[config.mk]
export PLATFORM = sky130hd
export DESIGN_NAME = button_event_scheduler
export DESIGN_NICKNAME = d
export VERILOG_FILES = /design/src/rtl/button_event_scheduler.sv
export SDC_FILE = /design/constraint.sdc
export NUM_CORES = 1
export LEC_CHECK = 0
export ABC_AREA = 1
export CELL_PAD_IN_SITES_DETAIL_PLACEMENT = 0
export CELL_PAD_IN_SITES_GLOBAL_PLACEMENT = 1
export CORE_UTILIZATION = 47
export CTS_CLUSTER_SIZE = 12
export DETAILED_ROUTE_END_ITERATION = 8
export PLACE_DENSITY = 0.89
export SLEW_MARGIN = 10
export SYNTH_ARGS = -nofsm -noshare
export SYNTH_HDL_FRONTEND = slang
export SYNTH_SLANG_ARGS = --single-unit
[constraint.sdc]
create_clock -name clk -period 3.6 [get_ports clk]
set_input_delay 0.54 -clock clk [delete_from_list [all_inputs] [get_ports clk]]
set_output_delay 0.54 -clock clk [all_outputs]
set_load 0.005 [all_outputs]
[src/rtl/button_event_scheduler.sv]
// Button event scheduler: turns debounced button levels into SHORT / LONG / REPEAT /
// RELEASE_LONG events and arbitrates them round-robin onto one valid/ready port.
// Optional auto-repeat while held: define BTN_AUTOREPEAT_EN.
module button_event_scheduler #(
    parameter int unsigned NUM_BTN   = 4,
    parameter int unsigned TICK_DIV  = 12_000,
    parameter int unsigned LONG_MS   = 1000,
    parameter int unsigned REPEAT_MS = 200
) (
    input  logic                       clk,
    input  logic                       reset,
    input  logic [NUM_BTN-1:0]         btn_db,
    output logic                       evt_valid,
    input  logic                       evt_ready,
    output logic [$clog2(NUM_BTN)-1:0] evt_id,
    output logic [1:0]                 evt_type,
    output logic                       overflow,
    input  logic                       overflow_clr
);

    localparam int unsigned IdW   = $clog2(NUM_BTN);
    localparam int unsigned PreW  = (TICK_DIV > 1) ? $clog2(TICK_DIV) : 1;
    localparam int unsigned HoldW = $clog2(LONG_MS + 1);

    localparam logic [1:0] EvtShort   = 2'b00;
    localparam logic [1:0] EvtLong    = 2'b01;
    localparam logic [1:0] EvtRelLong = 2'b11;
`ifdef BTN_AUTOREPEAT_EN
    localparam logic [1:0] EvtRepeat  = 2'b10;
    localparam logic [HoldW-1:0] RepeatCnt = HoldW'(REPEAT_MS);
`endif

    localparam logic [HoldW-1:0] LongCnt = HoldW'(LONG_MS);

    typedef enum logic [1:0] {StIdle, StPressed, StHeld} state_e;

    logic [PreW-1:0]    pre_q;
    logic               tick;
    logic [NUM_BTN-1:0] btn_prev_q;
    logic [NUM_BTN-1:0] press;

    state_e             state_q [NUM_BTN];
    state_e             state_d [NUM_BTN];
    logic [HoldW-1:0]   hold_q [NUM_BTN];
    logic [HoldW-1:0]   hold_d [NUM_BTN];
    logic [HoldW-1:0]   hold_inc [NUM_BTN];

    logic [NUM_BTN-1:0] emit;
    logic [1:0]         emit_type [NUM_BTN];

    logic [NUM_BTN-1:0] pend_valid_q, pend_valid_d;
    logic [1:0]         pend_type_q [NUM_BTN];
    logic [1:0]         pend_type_d [NUM_BTN];
    logic               drop;

    logic               load;
    logic               grant_any;
    logic [IdW-1:0]     grant_id;
    logic [IdW-1:0]     sel;
    logic [NUM_BTN-1:0] grant;
    logic [IdW-1:0]     last_grant_q, last_grant_d;

    logic               evt_valid_q, evt_valid_d;
    logic [IdW-1:0]     evt_id_q, evt_id_d;
    logic [1:0]         evt_type_q, evt_type_d;
    logic               overflow_q, overflow_d;

    assign tick  = (pre_q == PreW'(TICK_DIV - 1));
    assign press = btn_db & ~btn_prev_q;

    // Free-running 1 ms prescaler and per-button previous-level register.
    // Previous level resets to 1 so a button already held at reset release is ignored
    // until it is released and pressed again.
    always_ff @(posedge clk or posedge reset) begin
        if (reset) begin
            pre_q      <= '0;
            btn_prev_q <= '1;
        end else begin
            pre_q      <= tick ? '0 : pre_q + 1'b1;
            btn_prev_q <= btn_db;
        end
    end

    // Saturating increment of each hold counter.
    always_comb begin
        for (int i = 0; i < int'(NUM_BTN); i++) begin
            hold_inc[i] = (hold_q[i] == '1) ? hold_q[i] : hold_q[i] + 1'b1;
        end
    end

    // Button FSM state and hold counter registers.
    always_ff @(posedge clk or posedge reset) begin
        if (reset) begin
            for (int i = 0; i < int'(NUM_BTN); i++) begin
                state_q[i] <= StIdle;
                hold_q[i]  <= '0;
            end
        end else begin
            for (int i = 0; i < int'(NUM_BTN); i++) begin
                state_q[i] <= state_d[i];
                hold_q[i]  <= hold_d[i];
            end
        end
    end

    // Button FSM next state; release is checked first so it wins over a threshold.
    always_comb begin
        for (int i = 0; i < int'(NUM_BTN); i++) begin
            state_d[i] = state_q[i];
            hold_d[i]  = hold_q[i];
            unique case (state_q[i])
                StIdle: begin
                    if (press[i]) begin
                        state_d[i] = StPressed;
                        hold_d[i]  = '0;
                    end
                end
                StPressed: begin
                    if (!btn_db[i]) begin
                        state_d[i] = StIdle;
                    end else if (tick) begin
                        if (hold_inc[i] == LongCnt) begin
                            state_d[i] = StHeld;
                            hold_d[i]  = '0;
                        end else begin
                            hold_d[i] = hold_inc[i];
                        end
                    end
                end
                StHeld: begin
                    if (!btn_db[i]) begin
                        state_d[i] = StIdle;
                    end
`ifdef BTN_AUTOREPEAT_EN
                    else if (tick) begin
                        hold_d[i] = (hold_inc[i] == RepeatCnt) ? '0 : hold_inc[i];
                    end
`endif
                end
                default: state_d[i] = StIdle;
            endcase
        end
    end

    // Button FSM outputs: one-cycle emit strobe plus event type.
    always_comb begin
        emit = '0;
        for (int i = 0; i < int'(NUM_BTN); i++) begin
            emit_type[i] = EvtShort;
            unique case (state_q[i])
                StPressed: begin
                    if (!btn_db[i]) begin
                        emit[i]      = 1'b1;
                        emit_type[i] = EvtShort;
                    end else if (tick && hold_inc[i] == LongCnt) begin
                        emit[i]      = 1'b1;
                        emit_type[i] = EvtLong;
                    end
                end
                StHeld: begin
                    if (!btn_db[i]) begin
                        emit[i]      = 1'b1;
                        emit_type[i] = EvtRelLong;
                    end
`ifdef BTN_AUTOREPEAT_EN
                    else if (tick && hold_inc[i] == RepeatCnt) begin
                        emit[i]      = 1'b1;
                        emit_type[i] = EvtRepeat;
                    end
`endif
                end
                default: ;
            endcase
        end
    end

    // Round-robin pick of the first pending entry after the last grant.
    always_comb begin
        load      = !evt_valid_q || evt_ready;
        grant     = '0;
        grant_any = 1'b0;
        grant_id  = '0;
        sel       = '0;
        for (int k = 0; k < int'(NUM_BTN); k++) begin
            sel = IdW'((int'(last_grant_q) + 1 + k) % int'(NUM_BTN));
            if (load && !grant_any && pend_valid_q[sel]) begin
                grant_any = 1'b1;
                grant_id  = sel;
            end
        end
        grant[grant_id] = grant_any;
    end

    // Pending buffer: a granted entry may be replaced in the same cycle; otherwise a
    // second event for an occupied entry is dropped.
    always_comb begin
        drop = 1'b0;
        for (int i = 0; i < int'(NUM_BTN); i++) begin
            pend_valid_d[i] = pend_valid_q[i] & ~grant[i];
            pend_type_d[i]  = pend_type_q[i];
            if (emit[i]) begin
                if (pend_valid_q[i] && !grant[i]) begin
                    drop = 1'b1;
                end else begin
                    pend_valid_d[i] = 1'b1;
                    pend_type_d[i]  = emit_type[i];
                end
            end
        end
    end

    // Output register, last-grant pointer and sticky overflow next state.
    always_comb begin
        evt_valid_d  = evt_valid_q;
        evt_id_d     = evt_id_q;
        evt_type_d   = evt_type_q;
        last_grant_d = last_grant_q;
        if (load) begin
            evt_valid_d = grant_any;
            if (grant_any) begin
                evt_id_d     = grant_id;
                evt_type_d   = pend_type_q[grant_id];
                last_grant_d = grant_id;
            end
        end
        // A new drop outranks a same-cycle clear.
        overflow_d = drop ? 1'b1 : (overflow_clr ? 1'b0 : overflow_q);
    end

    // Pending buffer, arbiter and output registers.
    always_ff @(posedge clk or posedge reset) begin
        if (reset) begin
            pend_valid_q <= '0;
            for (int i = 0; i < int'(NUM_BTN); i++) begin
                pend_type_q[i] <= EvtShort;
            end
            last_grant_q <= '0;
            evt_valid_q  <= 1'b0;
            evt_id_q     <= '0;
            evt_type_q   <= EvtShort;
            overflow_q   <= 1'b0;
        end else begin
            pend_valid_q <= pend_valid_d;
            for (int i = 0; i < int'(NUM_BTN); i++) begin
                pend_type_q[i] <= pend_type_d[i];
            end
            last_grant_q <= last_grant_d;
            evt_valid_q  <= evt_valid_d;
            evt_id_q     <= evt_id_d;
            evt_type_q   <= evt_type_d;
            overflow_q   <= overflow_d;
        end
    end

    assign evt_valid = evt_valid_q;
    assign evt_id    = evt_id_q;
    assign evt_type  = evt_type_q;
    assign overflow  = overflow_q;

endmodule

==> impl_metrics.tcl, run 1 <==
set metrics [dict create \
    post-route-drc-count 4 \
    path_class "flip-flop to flip-flop" \
    clk-insertion-delay-late_ns 0.35 \
    place_hpwl_um 9060 \
    maxCapViolCount 0 \
    die_w_um 112 \
    crit_path_max_fanout 12 \
    endpoint_kind "flip-flop" \
    cts_buffers 9 \
    period_minus_slack_ns 2.32 \
    finalSetupTns_ns 0 \
    grt_pass1_vias 4793 \
    cts_hold_buf 0 \
    num_vias 4972 \
    syn_nets 807 \
    cts_setup_buffers 0 \
    yosysSeqAreaShare 0.369 \
    drtIter0Drc 255 \
    p_leak_nw 3.04 \
    via_per_inst 5.22 \
    status "complete, but fails checks" \
    clockRootBuffer "clkbuf_16" \
    pre_cts_ws_ns 1.23 \
    initial_core_util 0.491 \
    max_freq_ghz 0.430 \
    clkTransAtPathRegs_ns 0.06 \
    crit_path_top_delay_cell "dfrtp_1" \
    post_drt_wl_per_cell_um 12.6 \
    antenna_found_initial 0 \
    grt_max_degree 47 \
    grt_use_total 0.209 \
    grt_overflow_total 0 \
    cp-start-kind "flip-flop" \
    grt_pass1_wl_um 21400 \
    area_growth_pct 10.7 \
    final_core_util 0.544 \
    finalSetupViolCount 0 \
    synthCells 782 \
    die_h_um 112 \
    slowest_delay_ns 0.37 \
    hold_path_class "flip-flop to flip-flop" \
    nFillCells 1116 \
    htreeDepth 3 \
    yosysWarnings 0 \
    ys_ff_latch 84 \
    timing.final.crit_share 0.646 \
    layout_common_cells "229 x nand2_1, 108 x inv_1, 80 x dfrtp_1" \
    antenna_cells 0 \
    wl_um 12000 \
    rsz0062_at_grt "false" \
    gp_congestion 0.830 \
    violations "design-rule violations" \
    vdd.ir_drop.worst_uv 207 \
    synth_cell_type_count 43 \
    cts_tree "done" \
    coreArea_um2 11600 \
    port_buffers 13 \
    syn_area_per_cell_um2 7.30 \
    slew_headroom 0.535 \
    power_density_nw_per_um2 570 \
    crit_chain "ha_1 > nand3_1 > nor4_1 > nand2_1 > nor3_2 > inv_1 > a21oi_2 > inv_1 > nand2_1 > o21ai_0" \
    worst_ep_arrival_time_ns 2.53 \
    antenna_left 0 \
    netlist_area_um2 5710 \
    clkSinkCount 84 \
    std_cell_rows 39 \
    setup_ws_ns 1.28 \
    mostFrequentLayoutCell "nand2_1" \
    nets 829 \
    slew_violations 0 \
    drtPass1Iterations 7 \
    ios 14 \
    clock_skew_ns 0.00861 \
    worstPathRequired_ns 3.81 \
    post_cts_resized 0 \
    clockBufferDepth 2 \
    drive_above_1_share 0.126 \
    hold_viol_final 0 \
    tightest_slew_ns 0.697 \
    die_area_um2 12600 \
]
flip-flops by register name, summed over array words and instances, names as in the netlist:
| name | flops |
|---|---|
| hold_q | 40 |
| pre_q | 14 |
| pend_type_q | 8 |
| state_q | 8 |
| btn_prev_q | 4 |
| pend_valid_q | 4 |
| evt_id | 2 |
| evt_type | 2 |
| evt_valid | 1 |
| overflow | 1 |
routing by layer:
| metal | vias up | global-route usage | wire, µm |
|---|---|---|---|
| met3 | 19 | 0.0313 | 351 |
| met4 | 0 | 0.0889 | 200 |
| li1 | 2557 | - | - |
| met1 | 2316 | 0.274 | 5910 |
| met2 | 80 | 0.347 | 5570 |
| met5 | - | 0 | 0 |
cells in the mapped netlist, drive strengths merged:
master	instances	area share
nand2	257	0.18
xnor2	8	0.012
a21boi	4	0.0053
inv	116	0.076
a21o	1	0.0013
a21oi	14	0.017
nand4	18	0.022
o221a	1	0.0020
nor3	10	0.014
o2bb2ai	1	0.0015
dfrtp	80	0.35
nand3	90	0.096
o21ai	58	0.053
nor2	69	0.061
nor4	2	0.0033
clkinv	2	0.0013
and2	2	0.0022
dfstp	4	0.018
or2	1	0.0011
xor2	12	0.018
ha	17	0.037
nand3b	1	0.0035
buf	3	0.0053
o22ai	9	0.0099
o21bai	1	0.0013
and3	1	0.0011
power breakdown:
| part | total, W | internal [W] | switching, W | leakage [nW] |
|---|---|---|---|---|
| Clock | 0.000959 | 0.000563 | 0.000397 | 0.150 |
| Combinational | 0.00144 | 0.000481 | 0.000956 | 1.77 |
| Sequential | 0.00120 | 0.00107 | 0.000130 | 1.12 |
worst max-delay path, delay by kind of cell, from the launching register on:
kind            cells  cell delay [ns]
flops               1             0.37
fa+ha+maj           1             0.19
buf+inv             2             0.23
simple gates        5             1.01
compound gates      2             0.38
final timing paths:
path | startpoint | end | slack, ns | depth (start not counted)
worst min register to register | pre_q[0] | pre_q[0] | 0.46 | 1
max in group asynchronous | reset | btn_prev_q[3] | 2.26 | 3
worst max register to register | pre_q[0] | hold_q[1] | 1.28 | 10
worst min-delay path | pre_q[0] | pre_q[0] | 0.46 | 1
worst max-delay path | pre_q[0] | hold_q[1] | 1.28 | 10
min in group asynchronous | reset | hold_q[21] | 0.60 | 2
cell type report:
cell class,instances,area [µm²],share of cell area
inverters,118,444,0.0704
clock buffers,10,239,0.0379
flip-flops and latches,84,2110,0.334
clock inverters,6,68.8,0.0109
multi-input cells,577,3130,0.495
repair buffers,14,150,0.0238
well taps,143,179,0.0283
metrics by stage:
stage | cells | instance area, µm² | hold slack [ns] | power, W
floorplan | 782 | 5710 | 0.433 | 0.00233
finish | 952 | 6310 | 0.461 | 0.00360
global placement | 936 | 6010 | 0.444 | 0.00261
global route | 952 | 6310 | 0.483 | 0.00388
detailed placement | 936 | 6010 | 0.456 | 0.00265
CTS | 952 | 6310 | 0.465 | 0.00363
logic make-up after synthesis:
group | after synthesis | synth area share
and+or+nand+nor | 451 | 0.389
adders and majority gates | 17 | 0.0373
xor gates and xnor gates | 20 | 0.0307
DFF | 84 | 0.369
AOI/OAI and AO/OA | 89 | 0.0910
buffers and inverters | 121 | 0.0829
(Power assumes the default switching activity.)
==> run 2, diff against run 1 <==
- clock period: 3.6 -> 2.4 ns (I/O delays scaled with it)
==> run 2 against run 1 <==
- the flow now finishes without violations
- cell area rose by 1.3%
- fmax rose by 6.6%
- combinational power rose by 54%
- hold slack got worse by 0.092 ns
- largest cell class unchanged
==> impl_metrics.tcl, run 2 (synthesized netlist as in run 1, its figures left out) <==
set metrics [dict create \
    reg2reg_from "pre_q[0]" \
    reg2reg_to "hold_q[1]" \
    antenna_cells 0 \
    area_growth_pct 12.1 \
    rrSetupSlack_ns 0.22 \
    rsz0062_at_grt "false" \
    post_drt_wl_per_cell_um 13.0 \
    initial_core_util 0.491 \
    finalSetupViolCount 0 \
    endpoint_kind "flip-flop" \
    clockRootBuffer "clkbuf_16" \
    clockBufferDepth 2 \
    hold_viol_final 0 \
    finalNonFillerCells 959 \
    grt_pass1_wl_um 22000 \
    vdd.ir_drop.worst_uv 391 \
    grt_overflow_total 0 \
    nets 836 \
    reg.largest.list "hold_q: 40 flops, pre_q: 14 flops" \
    antenna_left 0 \
    placed_cell_area_um2 6070 \
    worstPathRequired_ns 2.62 \
    layout_common_cells "228 x nand2_1, 107 x inv_1, 79 x dfrtp_1" \
    grt_max_degree 36 \
    drtIter0Drc 234 \
    max_freq_ghz 0.459 \
    antenna_found_initial 0 \
    cp-start-kind "flip-flop" \
    mostFrequentLayoutCell "nand2_1" \
    clock_skew_ns 0.00761 \
    crit_path_max_fanout 7 \
    coreArea_um2 11600 \
    drive_above_1_share 0.135 \
    post-route-drc-count 0 \
    worst_ep_arrival_time_ns 2.40 \
    power_density_nw_per_um2 861 \
    gp_congestion 0.836 \
    slew_headroom 0.708 \
    via_per_inst 5.24 \
    grt_pass1_vias 4845 \
    port_buffers 13 \
    die_w_um 112 \
    clkSinkCount 84 \
    clk-insertion-delay-late_ns 0.35 \
    finalSetupTns_ns 0 \
    cts_buffers 9 \
    htreeDepth 3 \
    drtPass1Iterations 5 \
    cts_hold_buf 0 \
    wl_um 12500 \
    grt_use_total 0.216 \
    fin_area_um2 6390 \
    slew_violations 0 \
    timing.final.crit_share 0.908 \
    final_core_util 0.551 \
    cts_tree "done" \
    std_cell_rows 39 \
    path_class "flip-flop to flip-flop" \
    die_h_um 112 \
    clkTransAtPathRegs_ns 0.06 \
    ios 14 \
    status "complete, no violations" \
    maxCapViolCount 0 \
    power.total_w 0.00550 \
    period_minus_slack_ns 2.18 \
    die_area_um2 12600 \
    cts_setup_buffers 0 \
    worstRegToRegCells 10 \
    num_vias 5021 \
    place_inst 943 \
    largest_reg_flops 40 \
    hold_path_class "input port to async pin" \
    post_cts_resized 0 \
    place_hpwl_um 9410 \
    max_flop_register "hold_q" \
    tightest_slew_ns 0.438 \
    p_leak_nw 3.07 \
]
-- run 2: cell types whose count changed in the layout (fill, tap and decap cells not counted), sizes merged --
cell / before / now
buf: 1 / 8
inv: 118 / 115
bufinv: 1 / 2
clkbuf: 10 / 11
clkinvlp: 1 / 2
-- run 2: worst max-delay path by stage --
stage,from,slack (ns),depth (start not counted),endpoint
after floorplan,hold_q[30],0.58,15,pend_type_q[7]
after global placement,pre_q[0],0.22,11,overflow
after detailed placement,pre_q[0],0.14,12,pend_type_q[7]
after CTS,pre_q[0],0.13,12,pend_type_q[7]
after global routing,hold_q[11],0.01,13,state_q[2]
final,pre_q[0],0.22,10,hold_q[1]
-- run 2: layout make-up --
type / count / area [µm²]
inverters: 118 / 449
clock inverters: 5 / 77.6
fillers: 1099 / 5220
multi-input cells: 577 / 3130
clock buffers: 11 / 233
flip-flops and latches: 84 / 2110
well taps: 143 / 179
repair buffers: 21 / 215
-- run 2: critical path: stages, from the launching register on --
cell and delay [ns]:
dfrtp_1 0.37, ha_1 0.19, nand3_1 0.17, nor4_1 0.26
nand2_2 0.24, nor3_2 0.23, inv_1 0.08, a21oi_2 0.25
inv_1 0.13, nand2_1 0.07, o21ai_0 0.07
-- run 2: metal layers --
metal	wire length, µm	part of all wire	global-route usage	vias up
met2	5780	0.46	0.353	86
met5	0	0	0	-
li1	-	-	-	2565
met1	6060	0.49	0.287	2348
met3	363	0.029	0.0275	22
met4	275	0.022	0.0960	0
-- run 2: stage by stage --
| stage | setup WS [ns] | hold WS (ns) |
|---|---|---|
| final | 0.220 | 0.369 |
| after global routing | 0.0141 | 0.408 |
| after CTS | 0.134 | 0.379 |
| after detailed placement | 0.144 | 0.453 |
| after global placement | 0.218 | 0.443 |
| after floorplan | 0.581 | 0.364 |
-- run 2: where the power goes --
group | switching [W] | total (W) | internal [W] | leakage, nW
Combinational | 0.00147 | 0.00222 | 0.000750 | 1.80
Sequential | 0.000195 | 0.00180 | 0.00161 | 1.12
Clock | 0.000575 | 0.00148 | 0.000909 | 0.150
==> run 3, diff against run 2 <==
- REMOVE_ABC_BUFFERS: not set -> 1
- SLEW_MARGIN: 10 -> 20
==> run 3 against run 2 <==
- highest routed layer unchanged
- critical path depth up 2
- first-iteration DRC count increased by 50%
- largest cell class unchanged
- setup slack improved by 0.059 ns
- utilization is 0.18 points lower
- the run now ends with design-rule violations left
- clock-buffer cell count increased by 2
- fmax up 2.8%
==> impl_metrics.tcl, run 3 (synthesized netlist as in run 1, its figures left out) <==
set metrics [dict create \
    worst_ep_arrival_time_ns 2.36 \
    clock_skew_ns 0.00633 \
    initial_core_util 0.491 \
    ios 14 \
    timing.final.crit_share 0.883 \
    status "complete, but fails checks" \
    crit_path_max_fanout 8 \
    path_class "flip-flop to flip-flop" \
    clock_power_share 0.268 \
    antenna_left 0 \
    holdWs_ns 0.206 \
    slew_headroom 0.710 \
    p_sw_w 0.00220 \
    finalSetupViolCount 0 \
    clockBufferDepth 2 \
    die_w_um 112 \
    maxCapViolCount 0 \
    post-route-drc-count 2 \
    post_cts_resized 0 \
    die_area_um2 12600 \
    cts_buffers 9 \
    htreeDepth 3 \
    std_cell_rows 39 \
    coreArea_um2 11600 \
    tightest_slew_ns 0.434 \
    via_per_inst 5.23 \
    clkTransAtPathRegs_ns 0.06 \
    pre_cts_ws_ns 0.214 \
    cts_hold_buf 0 \
    gp_congestion 0.886 \
    cts_tree "done" \
    grt_overflow_total 0 \
    finalSetupTns_ns 0 \
    endpoint_kind "flip-flop" \
    clk-insertion-delay-late_ns 0.35 \
    grt_pass1_vias 4801 \
    clkSinkCount 84 \
    die_h_um 112 \
    antenna_found_initial 0 \
    port_buffers 13 \
    slew_violations 0 \
    antenna_cells 0 \
    rsz0062_at_grt "false" \
    post_drt_wl_per_cell_um 12.6 \
    seq_power_share 0.332 \
    wl_um 12000 \
    drtIter0Drc 352 \
    area_growth_pct 11.7 \
    hold_viol_final 0 \
    grt_use_total 0.210 \
    period_minus_slack_ns 2.12 \
    nFillCells 1089 \
    max_freq_ghz 0.472 \
    clockRootBuffer "clkbuf_16" \
    drive_above_1_share 0.134 \
    layout_common_cells "229 x nand2_1, 108 x inv_1, 79 x dfrtp_1" \
    cp-startpoint "hold_q[1]" \
    grt_max_degree 81 \
    vdd.ir_drop.worst_uv 359 \
    cts_setup_buffers 0 \
    nets 836 \
    switching_share 0.405 \
    mostFrequentLayoutCell "nand2_1" \
    drtPass1Iterations 6 \
    hold_path_class "input port to async pin" \
    violations "design-rule violations" \
    reg2reg_from "hold_q[1]" \
    power_density_nw_per_um2 852 \
    grt_pass1_wl_um 21500 \
    num_vias 5016 \
    internal_power_w 0.00323 \
    max_flop_register "hold_q" \
    place_hpwl_um 8920 \
    reg.largest.list "hold_q: 40 flops, pre_q: 14 flops" \
    cp-start-kind "flip-flop" \
    multiInputGateArea_um2 3130 \
    seq_area_um2 2110 \
    pwr-share-comb 0.401 \
    worstPathRequired_ns 2.63 \
    setup_ws_ns 0.280 \
    largest_reg_flops 40 \
    p_leak_nw 3.07 \
]
-- run 3: per-layer routing --
layer,part of all wire,vias to the layer above,global-route usage
met4,0.019,0,0.0889
li1,-,2582,-
met3,0.029,12,0.0308
met2,0.46,63,0.352
met5,0,-,0
met1,0.49,2359,0.272
-- run 3: worst max-delay path, cell delays in order (launching register included) --
cell and delay [ns]:
dfrtp_1 0.40, ha_1 0.18, nand2_1 0.08, nor2_2 0.25
nand3_2 0.23, nand2_1 0.14, nand3_1 0.07, nor2_1 0.15
nand3_1 0.11, nand2_1 0.13, nand3_2 0.11, nand2_1 0.08
o21ai_1 0.06
-- run 3: layout make-up --
cell class | count | share of cell area
Clock inverter | 3 | 0.00687
Timing Repair Buffer | 21 | 0.0318
Tap cell | 143 | 0.0281
Clock buffer | 13 | 0.0424
Multi-Input combinational cell | 577 | 0.490
Inverter | 118 | 0.0697
Sequential cell | 84 | 0.331
-- run 3: stage by stage --
stage / area, µm² / utilization / total power (W) / std cells
floorplan: 5680 / - / 0.00346 / 779
global placement: 6060 / 0.522 / 0.00394 / 943
detailed placement: 6060 / 0.522 / 0.00399 / 943
CTS: 6370 / 0.549 / 0.00547 / 959
global route: 6370 / 0.549 / 0.00582 / 959
finish: 6370 / 0.549 / 0.00543 / 959
-- run 3: worst paths after layout --
kind                                       end  slack [ns]  cells after the start
min in group clk                      pre_q[0]        0.45                      1
worst max-delay path            pend_type_q[0]        0.28                     12
worst max register to register  pend_type_q[0]        0.28                     12
max in group asynchronous        btn_prev_q[3]        1.54                      3
worst min register to register        pre_q[0]        0.45                      1
worst min-delay path                hold_q[13]        0.21                      2
-- run 3: power by group through the flow --
| stage | combinational, W | sequential (W) | clock (W) |
|---|---|---|---|
| 2_1_floorplan | 0.00169 | 0.00177 | 0 |
| 4_1_cts | 0.00218 | 0.00180 | 0.00150 |
| 3_3_place_gp | 0.00213 | 0.00181 | 0 |
| 5_1_grt | 0.00246 | 0.00183 | 0.00154 |
| 3_5_place_dp | 0.00217 | 0.00182 | 0 |
| 6_report | 0.00217 | 0.00180 | 0.00145 |
